`config.mk`:
```
export PLATFORM = sky130hd
export DESIGN_NAME = short_long_classifier_flat
export DESIGN_NICKNAME = d
export VERILOG_FILES = /design/src/rtl/short_long_classifier_if.sv /design/src/rtl/short_long_classifier.sv /design/src/flat_wrapper.sv
export SDC_FILE = /design/constraint.sdc
export NUM_CORES = 1
export LEC_CHECK = 0
export ABC_AREA = 1
export CELL_PAD_IN_SITES_DETAIL_PLACEMENT = 1
export CELL_PAD_IN_SITES_GLOBAL_PLACEMENT = 1
export CORE_MARGIN = 2
export CORE_UTILIZATION = 36
export DETAILED_ROUTE_END_ITERATION = 16
export PLACE_DENSITY = 0.73
export SYNTH_ARGS = -nofsm -noshare
export SYNTH_HDL_FRONTEND = slang
export SYNTH_SLANG_ARGS = --single-unit
```
`constraint.sdc`:
```
create_clock -name clk_1Hz -period 1.38 [get_ports clk_1Hz]
set_clock_uncertainty 0.2 [all_clocks]
set_input_delay 0.138 -clock clk_1Hz [delete_from_list [all_inputs] [get_ports clk_1Hz]]
set_output_delay 0.138 -clock clk_1Hz [all_outputs]
set_load 0.05 [all_outputs]
```
`src/rtl/short_long_classifier_if.sv`:
```
// Bundles the button inputs and classified press outputs of short_long_classifier.
//   btn          : raw button levels, 1 = pressed (master -> slave)
//   ch_en        : per-channel enable (master -> slave)
//   press_short  : one-cycle pulse on release of a short press (slave -> master)
//   press_long   : one-cycle pulse when a hold reaches the long threshold
//   press_repeat : one-cycle auto-repeat pulses while a long press is held
//   held         : level, channel is in a press (PRESS or LONG)
//   event_any    : OR of all pulse outputs of the same cycle
interface short_long_classifier_if #(
  parameter int unsigned N_CH = 4
) ();
  logic [N_CH-1:0] btn;
  logic [N_CH-1:0] ch_en;
  logic [N_CH-1:0] press_short;
  logic [N_CH-1:0] press_long;
  logic [N_CH-1:0] press_repeat;
  logic [N_CH-1:0] held;
  logic            event_any;

  modport master (
    output btn, ch_en,
    input  press_short, press_long, press_repeat, held, event_any
  );

  modport slave (
    input  btn, ch_en,
    output press_short, press_long, press_repeat, held, event_any
  );
endinterface

```
`src/rtl/short_long_classifier.sv`:
```
// Multi-channel short/long button press classifier with optional auto-repeat.
// Each channel samples its button on every clk_1Hz rising edge and runs an
// IDLE/PRESS/LONG state machine. All outputs are registered and change on the
// same edge as the channel state.
//   clk_1Hz : system clock, rising edge
//   rst     : asynchronous, active-high reset (discards any press in progress)
//   bus     : short_long_classifier_if slave (btn, ch_en in; pulses, held,
//             event_any out)
module short_long_classifier #(
  parameter int unsigned N_CH       = 4,
  parameter int unsigned LONG_CYC   = 3,
  parameter int unsigned REPEAT_CYC = 2,
  parameter int unsigned REPEAT_EN  = 1,
  parameter int unsigned CNT_W      = 4
) (
  input  logic                     clk_1Hz,
  input  logic                     rst,
  short_long_classifier_if.slave   bus
);

  typedef enum logic [1:0] {
    IDLE  = 2'd0,
    PRESS = 2'd1,
    LONG  = 2'd2
  } state_t;

  // Comparing against threshold-1 is the same as "cnt+1 == threshold"
  // without needing a wider adder.
  localparam logic [CNT_W-1:0] LONG_LAST = CNT_W'(LONG_CYC - 1);
  localparam logic [CNT_W-1:0] REP_LAST  = CNT_W'(REPEAT_CYC - 1);
  localparam logic [CNT_W-1:0] CNT_MAX   = '1;
  localparam logic [CNT_W-1:0] CNT_ONE   = CNT_W'(1);

  state_t           r_state [N_CH];
  logic [CNT_W-1:0] r_cnt   [N_CH];
  state_t           w_state_nx [N_CH];
  logic [CNT_W-1:0] w_cnt_nx   [N_CH];

  logic [N_CH-1:0] w_short, w_long, w_rep, w_held;
  logic [N_CH-1:0] r_short, r_long, r_rep, r_held;
  logic            r_event_any;

  always_comb begin
    w_short = '0;
    w_long  = '0;
    w_rep   = '0;
    w_held  = '0;
    for (int unsigned i = 0; i < N_CH; i++) begin
      w_state_nx[i] = r_state[i];
      w_cnt_nx[i]   = r_cnt[i];
      if (!bus.ch_en[i]) begin
        w_state_nx[i] = IDLE;
        w_cnt_nx[i]   = '0;
      end else begin
        unique case (r_state[i])
          IDLE: begin
            if (bus.btn[i]) begin
              w_state_nx[i] = PRESS;
              w_cnt_nx[i]   = CNT_ONE;
            end
          end
          PRESS: begin
            if (bus.btn[i]) begin
              if (r_cnt[i] == LONG_LAST) begin
                w_state_nx[i] = LONG;
                w_cnt_nx[i]   = '0;
                w_long[i]     = 1'b1;
              end else begin
                w_cnt_nx[i] = r_cnt[i] + CNT_ONE;
              end
            end else begin
              w_state_nx[i] = IDLE;
              w_cnt_nx[i]   = '0;
              w_short[i]    = 1'b1;
            end
          end
          LONG: begin
            if (bus.btn[i]) begin
              if ((REPEAT_EN != 0) && (r_cnt[i] == REP_LAST)) begin
                w_cnt_nx[i] = '0;
                w_rep[i]    = 1'b1;
              end else if ((REPEAT_EN != 0) || (r_cnt[i] != CNT_MAX)) begin
                w_cnt_nx[i] = r_cnt[i] + CNT_ONE;
              end
            end else begin
              w_state_nx[i] = IDLE;
              w_cnt_nx[i]   = '0;
            end
          end
          default: begin
            w_state_nx[i] = IDLE;
            w_cnt_nx[i]   = '0;
          end
        endcase
      end
      w_held[i] = (w_state_nx[i] != IDLE);
    end
  end

  always_ff @(posedge clk_1Hz or posedge rst) begin
    if (rst) begin
      for (int unsigned i = 0; i < N_CH; i++) begin
        r_state[i] <= IDLE;
        r_cnt[i]   <= '0;
      end
      r_short     <= '0;
      r_long      <= '0;
      r_rep       <= '0;
      r_held      <= '0;
      r_event_any <= 1'b0;
    end else begin
      for (int unsigned i = 0; i < N_CH; i++) begin
        r_state[i] <= w_state_nx[i];
        r_cnt[i]   <= w_cnt_nx[i];
      end
      r_short     <= w_short;
      r_long      <= w_long;
      r_rep       <= w_rep;
      r_held      <= w_held;
      r_event_any <= |(w_short | w_long | w_rep);
    end
  end

  assign bus.press_short  = r_short;
  assign bus.press_long   = r_long;
  assign bus.press_repeat = r_rep;
  assign bus.held         = r_held;
  assign bus.event_any    = r_event_any;

endmodule

```
`src/flat_wrapper.sv`:
```
// flat-port wrapper written by rule: the top's interface ports become plain ports
module short_long_classifier_flat 
#(
  parameter int unsigned N_CH       = 4,
  parameter int unsigned LONG_CYC   = 3,
  parameter int unsigned REPEAT_CYC = 2,
  parameter int unsigned REPEAT_EN  = 1,
  parameter int unsigned CNT_W      = 4
)
  (clk_1Hz, rst, bus_btn, bus_ch_en, bus_press_short, bus_press_long, bus_press_repeat, bus_held, bus_event_any);
  short_long_classifier_if #(.N_CH(N_CH)) bus_i ();
  input  logic clk_1Hz;
  input  logic rst;
  input wire logic [$bits(bus_i.btn)-1:0] bus_btn;
  input wire logic [$bits(bus_i.ch_en)-1:0] bus_ch_en;
  output wire logic [$bits(bus_i.press_short)-1:0] bus_press_short;
  output wire logic [$bits(bus_i.press_long)-1:0] bus_press_long;
  output wire logic [$bits(bus_i.press_repeat)-1:0] bus_press_repeat;
  output wire logic [$bits(bus_i.held)-1:0] bus_held;
  output wire logic [$bits(bus_i.event_any)-1:0] bus_event_any;
  assign bus_i.btn = bus_btn;
  assign bus_i.ch_en = bus_ch_en;
  assign bus_press_short = bus_i.press_short;
  assign bus_press_long = bus_i.press_long;
  assign bus_press_repeat = bus_i.press_repeat;
  assign bus_held = bus_i.held;
  assign bus_event_any = bus_i.event_any;
  short_long_classifier #(.N_CH(N_CH), .LONG_CYC(LONG_CYC), .REPEAT_CYC(REPEAT_CYC), .REPEAT_EN(REPEAT_EN), .CNT_W(CNT_W)) u_core (.clk_1Hz(clk_1Hz), .rst(rst), .bus(bus_i));
endmodule
```
**Word-level counts from Yosys, hierarchy flattened**

Cells that the tools add are included.
W data, S select, Z words.

- $add $sub $neg: 4
- Equality and inequality tests: 20
- Multiplexer cells: 96
- Bitwise gates (word level): 2
- Reductions and logical operators: 9

Operator list:

| cell | count |
|---|---|
| $mux W4 | 24 |
| $pmux W4 S3 | 4 |
| $mux W1 | 44 |
| $mux W2 | 20 |
| $pmux W2 S3 | 4 |
| $add A4 B1 Y4 const B | 4 |
| $eq A4 B1 Y1 const B | 4 |
| $eq A4 B2 Y1 const B | 4 |
| $ne A3 B3 Y1 const B | 4 |
| $eq A2 B1 Y1 const B | 4 |
| $eq A2 B2 Y1 const B | 4 |
| $logic_not A2 Y1 | 4 |
| $or A4 B4 Y4 | 2 |
| $reduce_bool A2 Y1 | 4 |
| $reduce_or A4 Y1 | 1 |

- Register bits after elaboration: 41
- Input port bits: 10
- Output and inout bits: 17
- Logic and storage cells: 144

**Longest topological paths before layout**

- Word-level depth: 8
- Mapped depth: 9

**Worst setup path before layout**

Ideal clock, no wire load.

- Path type: reg-to-reg
- From: register u_core.r_state[4] in the netlist's numbering
- To: register u_core.r_cnt[9] in the netlist's numbering
- Library setup time: 0.126 ns
- Arrival time: 0.954 ns
- Path slack: 0.100 ns
- Stages on the path, launching flop included: 7
- Path buffers: 0
- Period minus slack after synthesis: 1.280 ns
- Cell sequence: dfrtp_1 > nor2_1 > nand3_2 > nand3_1 > nor2_1 > nand2_1 > o21ai_0

- Longest elaborated chain between the ends: 3
- Elaborated cells between the ends (all ways): 6

RTL lines:

| item | RTL line | source |
|---|---|---|
| from (decl) | short_long_classifier.sv:34 | `state_t r_state [N_CH];` |
| from (signal, indexed assignment) | short_long_classifier.sv:113 | `r_state[i] <= w_state_nx[i];` |
| $eq A2 B2 Y1, or another cell as far along | short_long_classifier.sv:55 | `unique case (r_state[i])` |
| $pmux W4 S3 | short_long_classifier.sv:55 |  |
| $mux W4 | short_long_classifier.sv:51 | `if (!bus.ch_en[i]) begin` |
| to (signal, indexed assignment) | short_long_classifier.sv:114 | `r_cnt[i] <= w_cnt_nx[i];` |
| to (decl) | short_long_classifier.sv:35 | `logic [CNT_W-1:0] r_cnt [N_CH];` |

Parallel ways exist; a longest one is shown, timed or not.
A chain may end at the register's enable or synchronous reset.

**Worst setup path in the final report**

- From: register u_core.r_cnt[12] in the netlist's numbering
- To: register u_core.r_cnt[15] in the netlist's numbering

- Longest elaborated chain between the ends: 5
- Elaborated cells between the ends (all ways): 9

RTL lines:

| item | RTL line |
|---|---|
| $add A4 B1 Y4, or another cell as far along | short_long_classifier.sv:69, short_long_classifier.sv:83 |
| $mux W4 (on tied branches) | short_long_classifier.sv:79, short_long_classifier.sv:64 |
| $mux W4 (on tied branches) | short_long_classifier.sv:78, short_long_classifier.sv:63 |
| $pmux W4 S3 * | short_long_classifier.sv:55 |
| $mux W4 * | short_long_classifier.sv:51 |

Every way passes the cells marked *; elsewhere a longest branch is shown, timed or not.

==> out/metrics.cfg <==
[clock_network]
clk_pin_slew_worst_paths_ns=0.08
tritoncts_num_sinks=41
insertion_delay_ns=0.31
cts_buffers=5
ctsRootBufferMaster=clkbuf_8
clockBufferDepth=2
tritoncts_clock_tree=done
cts-htree-levels=2

[yosys]
ys_top_cells_by_area=dfrtp_1 48%, nand2_1 14%, nor2_1 8.4%
post_synth_edffs=0
synth-async-reset-ratio_pct=100
synth_cell_type_count=24
ffs_latches_synth=41
yosys_warnings=0
avgSynthCellArea_um2=7.30
postSynthNetCount=304
synthDominantCellAreaShare_pct=47.8
synthesis.instances=294
synth.most_common_cell=nand2_1
dominantRegCellSynth=dfrtp_1
ys_top_cells_by_count=82 x nand2_1, 48 x nor2_1, 46 x inv_1
seq_area_frac_synth_pct=47.8
synth_area_um2=2150
synth_largest_area_cell=dfrtp_1

[min_path]
holdCritStartpoint=bus_btn[3]
hold_path.class=in2reg
timing.hold.worst_endpoint=u_core.r_state[0]$_DFF_PP0_
min_path_cells=3

[placed_design]
dpl.hpwl_mm=4.62
place.gp.congestion=0.843
post_dp_cell_area_um2=2980
place.port_buffers=26
dp_worst_setup_slack_ns=-0.269

[outcome]
outcome=complete, but fails checks
violations=hold timing, setup timing

[final_layout]
n_fill_cell=703
num-nets-final=394
layout.cell_area.non_filler_um2=3420
final_layout_size_suffix_gt1_share_pct=41.6
antennaDiodeCount=0
areaGrowthSynthToFinish_pct=59.3
postLayoutCoreUtil_pct=58.5
regArea_um2=1040
multi_input_gate_area_in_the_final_layout_um2=1120

[floorplanning]
initial_utilization_pct=36.7
die_width_um=81.2
io_pins=27
dieHeight_um=81.2
die_area_um2=6600
floorplan.core_area_um2=5850
rows=28

[timing]
hold_viol=1
worst_slew_pin_slew_ns=0.371
final_period_minus_worst_setup_slack_ns=1.40
final.setup.worst_slack_ns=-0.0238
slew-limit-headroom_pct=75.2
setup_violations=4
final.hold.worst_slack_ns=-0.00352
grt_setup_unrepaired=yes
period_share_pct=102
fmax_ghz=0.712
timing_max_transition_violations_final=0

[worst_setup_path]
ff2ff_path_depth=5
maximum_fanout_encountered_on_the_critical_timing_path=4
critPathKind=reg2reg
crit_path_launch_type=flip-flop
worstReg2RegStart=u_core.r_cnt[12]$_DFFE_PP0P_
timing.rr.end=u_core.r_cnt[15]$_DFFE_PP0P_
critPathRequiredTime_ns=1.42
worst_ep_arrival_time_ns=1.44
worst-r2r-setup-slack_ns=-0.02
critical_path.endpoint_type=flip-flop

[detailed_routing]
ant_nets=0
route.final.wire_length_mm=6.90
drt_first_iter_violations=50
avgRoutedWirePerCell_um=15.0
number_of_remaining_drc_errors=0
detailedRoute.firstPassIterationCount=4
post_drt_via_cell_ratio=4.92
via_count=2261

[global_routing]
total_global_routing_track_utilization_pct=21.2
globalRoute.totalOverflow=0
grt_first_pass_wirelength_mm=10.6
grt_max_degree=42
first_global_vias=2328
antenna_found_initial=0

[pwr]
power_per_cell_area_nw_per_um2=755
leakagePower_uw=0.00171
ir_worst_vdd_v=0.000440

[job]
maxCapViolCount=0

==> worst max-delay path by stage <==
stage | startpoint | to | cells past startpoint | slack [ns]
finish | u_core.r_cnt[12]$_DFFE_PP0P_ | u_core.r_cnt[15]$_DFFE_PP0P_ | 5 | -0.02
global route | u_core.r_cnt[12]$_DFFE_PP0P_ | u_core.r_cnt[15]$_DFFE_PP0P_ | 5 | -0.16
global placement | bus_btn[0] | u_core.r_cnt[13]$_DFFE_PP0P_ | 8 | -0.21
detailed placement | bus_btn[1] | u_core.r_cnt[10]$_DFFE_PP0P_ | 5 | -0.27
CTS | u_core.r_state[1]$_DFF_PP0_ | u_core.bus.event_any$_DFF_PP0_ | 8 | -0.02
floorplan | rst | u_core.bus.event_any$_DFF_PP0_ | 1 | 0.1
==> area by class of cell <==
| class | count | share of cell area, % |
|---|---|---|
| Sequential cell | 41 | 30.3 |
| Tap cell | 75 | 2.74 |
| Inverter | 54 | 6.00 |
| Clock buffer | 6 | 2.12 |
| Multi-Input combinational cell | 199 | 32.8 |
| Clock inverter | 2 | 0.293 |
| Timing Repair Buffer | 83 | 25.7 |
==> through the flow <==
| stage | cells | TNS (ns) | power (uW) |
|---|---|---|---|
| floorplan | 294 | 0 | 1490 |
| global placement | 434 | -3.68 | 1710 |
| detailed placement | 434 | -5.09 | 1720 |
| CTS | 448 | -0.0458 | 2550 |
| global route | 460 | -0.903 | 2700 |
| finish | 460 | -0.0481 | 2580 |
==> per-layer routing <==
metal	part of all wire, %	track usage [%]	routed length (um)	up-vias
met5	0	0	0	-
met1	39	25.5	2710	1118
li1	-	-	-	1097
met2	56	38.1	3880	35
met3	2.6	3.89	181	11
met4	1.7	6.78	118	0
==> layout by cell type, fill, tap and decap left out, types with 2 or more instances in the layout <==
cell type,n
o211ai_1,2
buf_12,18
o21ai_2,4
nor2_2,12
a21oi_1,11
nand4_1,4
o21ai_1,8
nand2_4,5
buf_4,54
dfrtp_1,32
nor2_4,9
clkinv_2,2
nand3_4,3
dfrtp_2,9
nand2_1,70
inv_2,15
nor2_1,32
a31oi_1,3
inv_1,37
nand3_2,4
clkdlybuf4s50_1,8
clkbuf_8,5
nand3_1,5
a21oi_2,3
nand2_2,11
o21ai_0,7
==> cells by family (layout without fill, tap and decap cells) <==
group	count (synthesis)	in the layout	synth area share (%)
xor gates and xnor gates	1	1	0.408
AOI/OAI and AO/OA	41	41	11.0
DFF	41	41	47.8
and+or+nand+nor	157	157	31.4
buffers and inverters	54	145	9.44
==> critical path, stage by stage, from the launching register on <==
cell,delay (ns)
dfrtp_2,0.41
buf_4,0.13
nand3_1,0.12
o21ai_0,0.26
nand2_1,0.11
a21oi_2,0.10
==> flip-flops by register name, indices dropped and copies added (netlist names) <==
register and count:
u_core.r_cnt 16, u_core.r_state 8, u_core.bus.held 4, u_core.bus.press_long 4, u_core.bus.press_repeat 4, u_core.bus.press_short 4, u_core.bus.event_any 1
==> power by group <==
group | switching [uW] | internal, uW | total (uW)
combinational | 279 | 224 | 503
sequential | 43.2 | 1230 | 1280
clock | 452 | 352 | 803
==> what timing repair did <==
item                                    in CTS  in global routing
setup buffers                                5                 12
hold buffers                                 1                  0
hold endpoints to repair                    36                  0
gates resized for setup                     28                 52
pin swaps                                    9                 19
endpoints found under the setup margin      14                 24
Power figures use the tool's default switching activity.
